$ cat src/rtl/fsm_pkg.sv
// rtl/fsm_pkg.sv - shared types and defaults for the bit-serial fsm library
//
// Purpose: the serializer state enum and the default idle line level.
// Ports: none (package).
package fsm_pkg;

  typedef enum logic {
    SER_IDLE  = 1'b0,
    SER_SHIFT = 1'b1
  } ser_state_t;

  // A run of 1s keeps the downstream 0110 detectors parked in their start
  // state, so an idle line of 1s can never produce a false match.
  localparam logic SER_IDLE_BIT_DEFAULT = 1'b1;

endpackage

$ cat src/rtl/bit_serializer.sv
// rtl/bit_serializer.sv - parallel-to-serial stage feeding the bit-serial detectors
//
// Purpose: accepts WIDTH-bit words on a valid/ready handshake and shifts them
// out one bit per enabled clock, streaming back-to-back words with no gap.
// Ports:
//   clk        clock, rising edge
//   rst        asynchronous active-high reset
//   bit_en     bit strobe; the stream advances only when high
//   s_data     parallel word, sampled on handshake
//   s_valid    upstream word valid
//   s_ready    word can be accepted this cycle (combinational)
//   ser_out    serial bit (registered)
//   ser_valid  ser_out carries a data bit (registered)
//   word_done  last bit of the current word consumed this cycle (combinational)
module bit_serializer
  import fsm_pkg::*;
#(
  parameter int   WIDTH     = 8,
  parameter bit   MSB_FIRST = 1'b1,
  parameter logic IDLE_BIT  = SER_IDLE_BIT_DEFAULT
) (
  input  logic             clk,
  input  logic             rst,
  input  logic             bit_en,
  input  logic [WIDTH-1:0] s_data,
  input  logic             s_valid,
  output logic             s_ready,
  output logic             ser_out,
  output logic             ser_valid,
  output logic             word_done
);

  localparam int               CNT_W    = $clog2(WIDTH);
  localparam logic [CNT_W-1:0] CNT_LAST = CNT_W'(WIDTH - 1);

  ser_state_t       state_q, state_d;
  logic [CNT_W-1:0] cnt_q, cnt_d;
  logic [WIDTH-2:0] sh_q, sh_d;      // bits still waiting behind ser_out
  logic             ser_out_q, ser_out_d;

  logic             last_bit;
  logic             load;
  logic             advance;
  logic             load_bit;
  logic             next_bit;
  logic [WIDTH-2:0] load_sh;
  logic [WIDTH-2:0] next_sh;

  // The first bit goes straight to ser_out on load, so the shift register
  // only ever holds the remaining WIDTH-1 bits.
  generate
    if (MSB_FIRST) begin : g_msb_first
      assign load_bit = s_data[WIDTH-1];
      assign load_sh  = s_data[WIDTH-2:0];
      assign next_bit = sh_q[WIDTH-2];
      assign next_sh  = sh_q << 1;
    end else begin : g_lsb_first
      assign load_bit = s_data[0];
      assign load_sh  = s_data[WIDTH-1:1];
      assign next_bit = sh_q[0];
      assign next_sh  = sh_q >> 1;
    end
  endgenerate

  assign last_bit = (state_q == SER_SHIFT) && (cnt_q == CNT_LAST) && bit_en;
  assign load     = s_valid && s_ready;
  assign advance  = (state_q == SER_SHIFT) && bit_en && !last_bit;

  always_ff @(posedge clk or posedge rst) begin
    if (rst) begin
      state_q   <= SER_IDLE;
      cnt_q     <= '0;
      sh_q      <= '0;
      ser_out_q <= IDLE_BIT;
    end else begin
      state_q   <= state_d;
      cnt_q     <= cnt_d;
      sh_q      <= sh_d;
      ser_out_q <= ser_out_d;
    end
  end

  always_comb begin
    state_d   = state_q;
    cnt_d     = cnt_q;
    sh_d      = sh_q;
    ser_out_d = ser_out_q;
    unique case (state_q)
      SER_IDLE: begin
        if (load) begin
          state_d   = SER_SHIFT;
          cnt_d     = '0;
          sh_d      = load_sh;
          ser_out_d = load_bit;
        end
      end
      SER_SHIFT: begin
        // A load on the last bit reuses the idle-load path, giving a gapless stream.
        if (load) begin
          cnt_d     = '0;
          sh_d      = load_sh;
          ser_out_d = load_bit;
        end else if (last_bit) begin
          state_d   = SER_IDLE;
          cnt_d     = '0;
          ser_out_d = IDLE_BIT;
        end else if (advance) begin
          cnt_d     = cnt_q + CNT_W'(1);
          sh_d      = next_sh;
          ser_out_d = next_bit;
        end
      end
      default: begin
        state_d = SER_IDLE;
      end
    endcase
  end

  always_comb begin
    s_ready   = !rst && ((state_q == SER_IDLE) || last_bit);
    word_done = last_bit;
    ser_valid = (state_q == SER_SHIFT);
    ser_out   = ser_out_q;
  end

endmodule
$ cat config.mk
export PLATFORM = sky130hd
export DESIGN_NAME = bit_serializer
export DESIGN_NICKNAME = d
export VERILOG_FILES = /design/src/rtl/fsm_pkg.sv /design/src/rtl/bit_serializer.sv
export SDC_FILE = /design/constraint.sdc
export NUM_CORES = 1
export LEC_CHECK = 0
export ABC_CLOCK_PERIOD_IN_PS = 4200
export CORE_ASPECT_RATIO = 1.2
export CORE_UTILIZATION = 29
export DETAILED_ROUTE_END_ITERATION = 16
export PLACE_DENSITY = 0.49
export SYNTH_ARGS = -nofsm -noshare
export SYNTH_HDL_FRONTEND = slang
export SYNTH_SLANG_ARGS = --single-unit
$ cat constraint.sdc
create_clock -name clk -period 4.2 [get_ports clk]
set_input_delay 0.84 -clock clk [delete_from_list [all_inputs] [get_ports clk]]
set_output_delay 0.84 -clock clk [all_outputs]
set_load 0.005 [all_outputs]
==> impl_metrics.toml <==
[grt]
antenna_found_initial = 0
grt_pass1_vias = 498
grt-ovfl-total = 0
grtUsageTotal = 0.122
grt_max_degree = 14
grt_first_pass_wirelength_mm = 2.04

[timing]
worst_pin_slew_ns = 0.462
clock_skew_ns = 0.00108
rsz0062_at_grt = "false"
slew_headroom = 0.691
holdWs_ns = 0.474
fin_crit_ns = 3.02
fin_crit_sh = 0.718
drv_slew = 0
hold_viol = 0
fmax_ghz = 0.331
setup_tns_ns = 0
fin_ws_ns = 1.18
setup_violations = 0

[place]
portBuffers = 15
gp_congestion = 0.836
hpwl_microns = 898
dp_cells = 105
post_dp_cell_area_sq_um = 797
dp_slack_ns = 1.20

[floorplanning]
start_util = 0.308
io_pins = 16
fp.dieH_microns = 53.1
rows = 18
chipWidth_microns = 44.6
die_area_sq_um = 2370
core_area_sq_um = 2050

[synthesis]
synth_seq_area_share = 0.477
synth_cells = 62
synth.distinct_cells = 24
ys_ff_latch = 12
syn_area_sq_um = 632
synth_warnings = 0
avgSynthCellArea_sq_um = 10.2
syn_nets = 76

[setup_path]
crit_required_ns = 3.36
crit_fanout = 6
path_cells = "clkdlybuf4s50_1 > nand2_1 > a21oi_1 > clkdlybuf4s50_1"
critPathKind = "input pin to output port"
cp_common_cell = "clkdlybuf4s50_1"
slowest_delay_ns = 0.55
arrival_ns = 2.18
cp-start-kind = "input pin"
worstSetupEndpointType = "output port"
cpMaxStageDelayCell = "clkdlybuf4s50_1"

[routing]
drt-pass1-iter-count = 2
drc = 0
antenna_left = 0
viasPerCell = 4.32
routed_wl_mm = 1.18
first_iter_violations = 7
dr_total_vias = 471
wl_per_cell_microns = 10.8

[pwr]
power_density_nw_per_um2 = 555
power_switching_share = 0.324
power.share.clock = 0.199
peakVddDrop_mv = 0.217
intPower_uw = 313
power.leakage_nw = 0.345
pwr-share-comb = 0.372
p_seq_frac = 0.429
total_power_uw = 463
p_switching_uw = 150

[final_layout]
area_delta_synth_final_pct = 31.9
fin_util = 0.407
nets = 94
antenna_cells = 0
fillerInstances = 211
final_cell_area_sq_um = 833
drive_above_1_share = 0.114
final_cells = 109

[clock_tree]
insertion_delay_ns = 0.27
cts-resized-gates = 0
cts_sinks = 12
cts_setup_buffers = 0
htreeDepth = 1
cts_tree = "done"
clk_pin_slew_ns = 0.08
clk_path_buf_depth = 2
cts_buffers = 3
cts_root_buf = "clkbuf_4"
cts-hold-fix-buffers = 0

[outcome]
status = "complete, no violations"

[min_path]
hold_path_class = "register to register"

[job]
max_cap_viol_count = 0
worst max-delay path: cells and delay by family:
kind | cells | cell delay [ns]
buf+inv | 2 | 1.06
compound gates | 1 | 0.15
simple gates | 1 | 0.12
final timing paths:
kind / depth (start not counted) / slack, ns / endpoint / from
max: 4 / 1.18 / s_ready / bit_en
min: 2 / 0.47 / ser_out / ser_out
max reg2reg: 6 / 2.62 / sh_q[3] / cnt_q[0]
min reg2reg: 2 / 0.47 / ser_out / ser_out
max in group asynchronous: 2 / 2.89 / ser_out / rst
min in group asynchronous: 2 / 0.97 / ser_valid / rst
cell usage after synthesis:
library cell,n,share of area
dfrtp_1,11,0.44
a21oi_1,9,0.071
nor2_1,8,0.048
mux2i_1,6,0.095
nand2_1,4,0.024
nand3_1,3,0.024
buf_6,2,0.036
ha_1,2,0.040
inv_1,2,0.012
a21o_1,1,0.012
a32o_1,1,0.016
and2b_1,1,0.012
and3_1,1,0.0099
dfstp_2,1,0.042
nand2_2,1,0.0099
nand2b_1,1,0.0099
nand4b_1,1,0.014
nor2b_2,1,0.014
o21a_4,1,0.024
o21ai_0,1,0.0079
o21ai_1,1,0.0079
o21ai_2,1,0.014
o31ai_1,1,0.012
or2b_1,1,0.012
cell families (layout without fill, tap and decap cells):
kind of cell    count (synthesis)  in the layout  synth area share
simple gates                   22             22             0.176
compound gates                 16             16             0.164
flops                          12             12             0.477
mux                             6              6            0.0951
buf+inv                         4             21            0.0475
fa+ha+maj                       2              2            0.0396
cells in the final DEF, fill, tap and decap left out, drive strengths merged:
cell / instances
mux2i: 6
nand2b: 1
ha: 2
a21o: 1
nand4b: 1
a21oi: 9
inv: 2
clkdlybuf4s50: 15
and2b: 1
clkbuf: 4
o31ai: 1
nor2: 8
o21ai: 3
dfrtp: 11
dfstp: 1
nand2: 5
nor2b: 1
or2b: 1
a32o: 1
and3: 1
o21a: 1
nand3: 3
routing by layer:
layer,global-route usage,part of all wire
met1,0.151,0.47
met2,0.196,0.47
met3,0.0307,0.047
met4,0.0606,0.0068
met5,0,0
layout make-up:
type	count	area, sq um	area share
Inverter	2	7.51	0.00901
Sequential cell	12	302	0.362
Multi-Input combinational cell	46	300	0.360
Clock buffer	4	36.3	0.0435
Tap cell	30	37.5	0.0450
Timing Repair Buffer	15	150	0.180
power by group through the flow:
stage	Sequential, mW	Clock, mW	Combinational, mW
after floorplan	0.191	0	0.136
after global placement	0.200	0	0.176
after detailed placement	0.202	0	0.174
after CTS	0.199	0.0966	0.177
after global routing	0.204	0.103	0.199
final	0.198	0.0919	0.172
state kept, by name, summed over array words and instances (netlist names):
register / flops
sh_q: 7
cnt_q: 3
ser_out: 1
ser_valid: 1
Note: power is estimated with default switching activity, not from simulation.
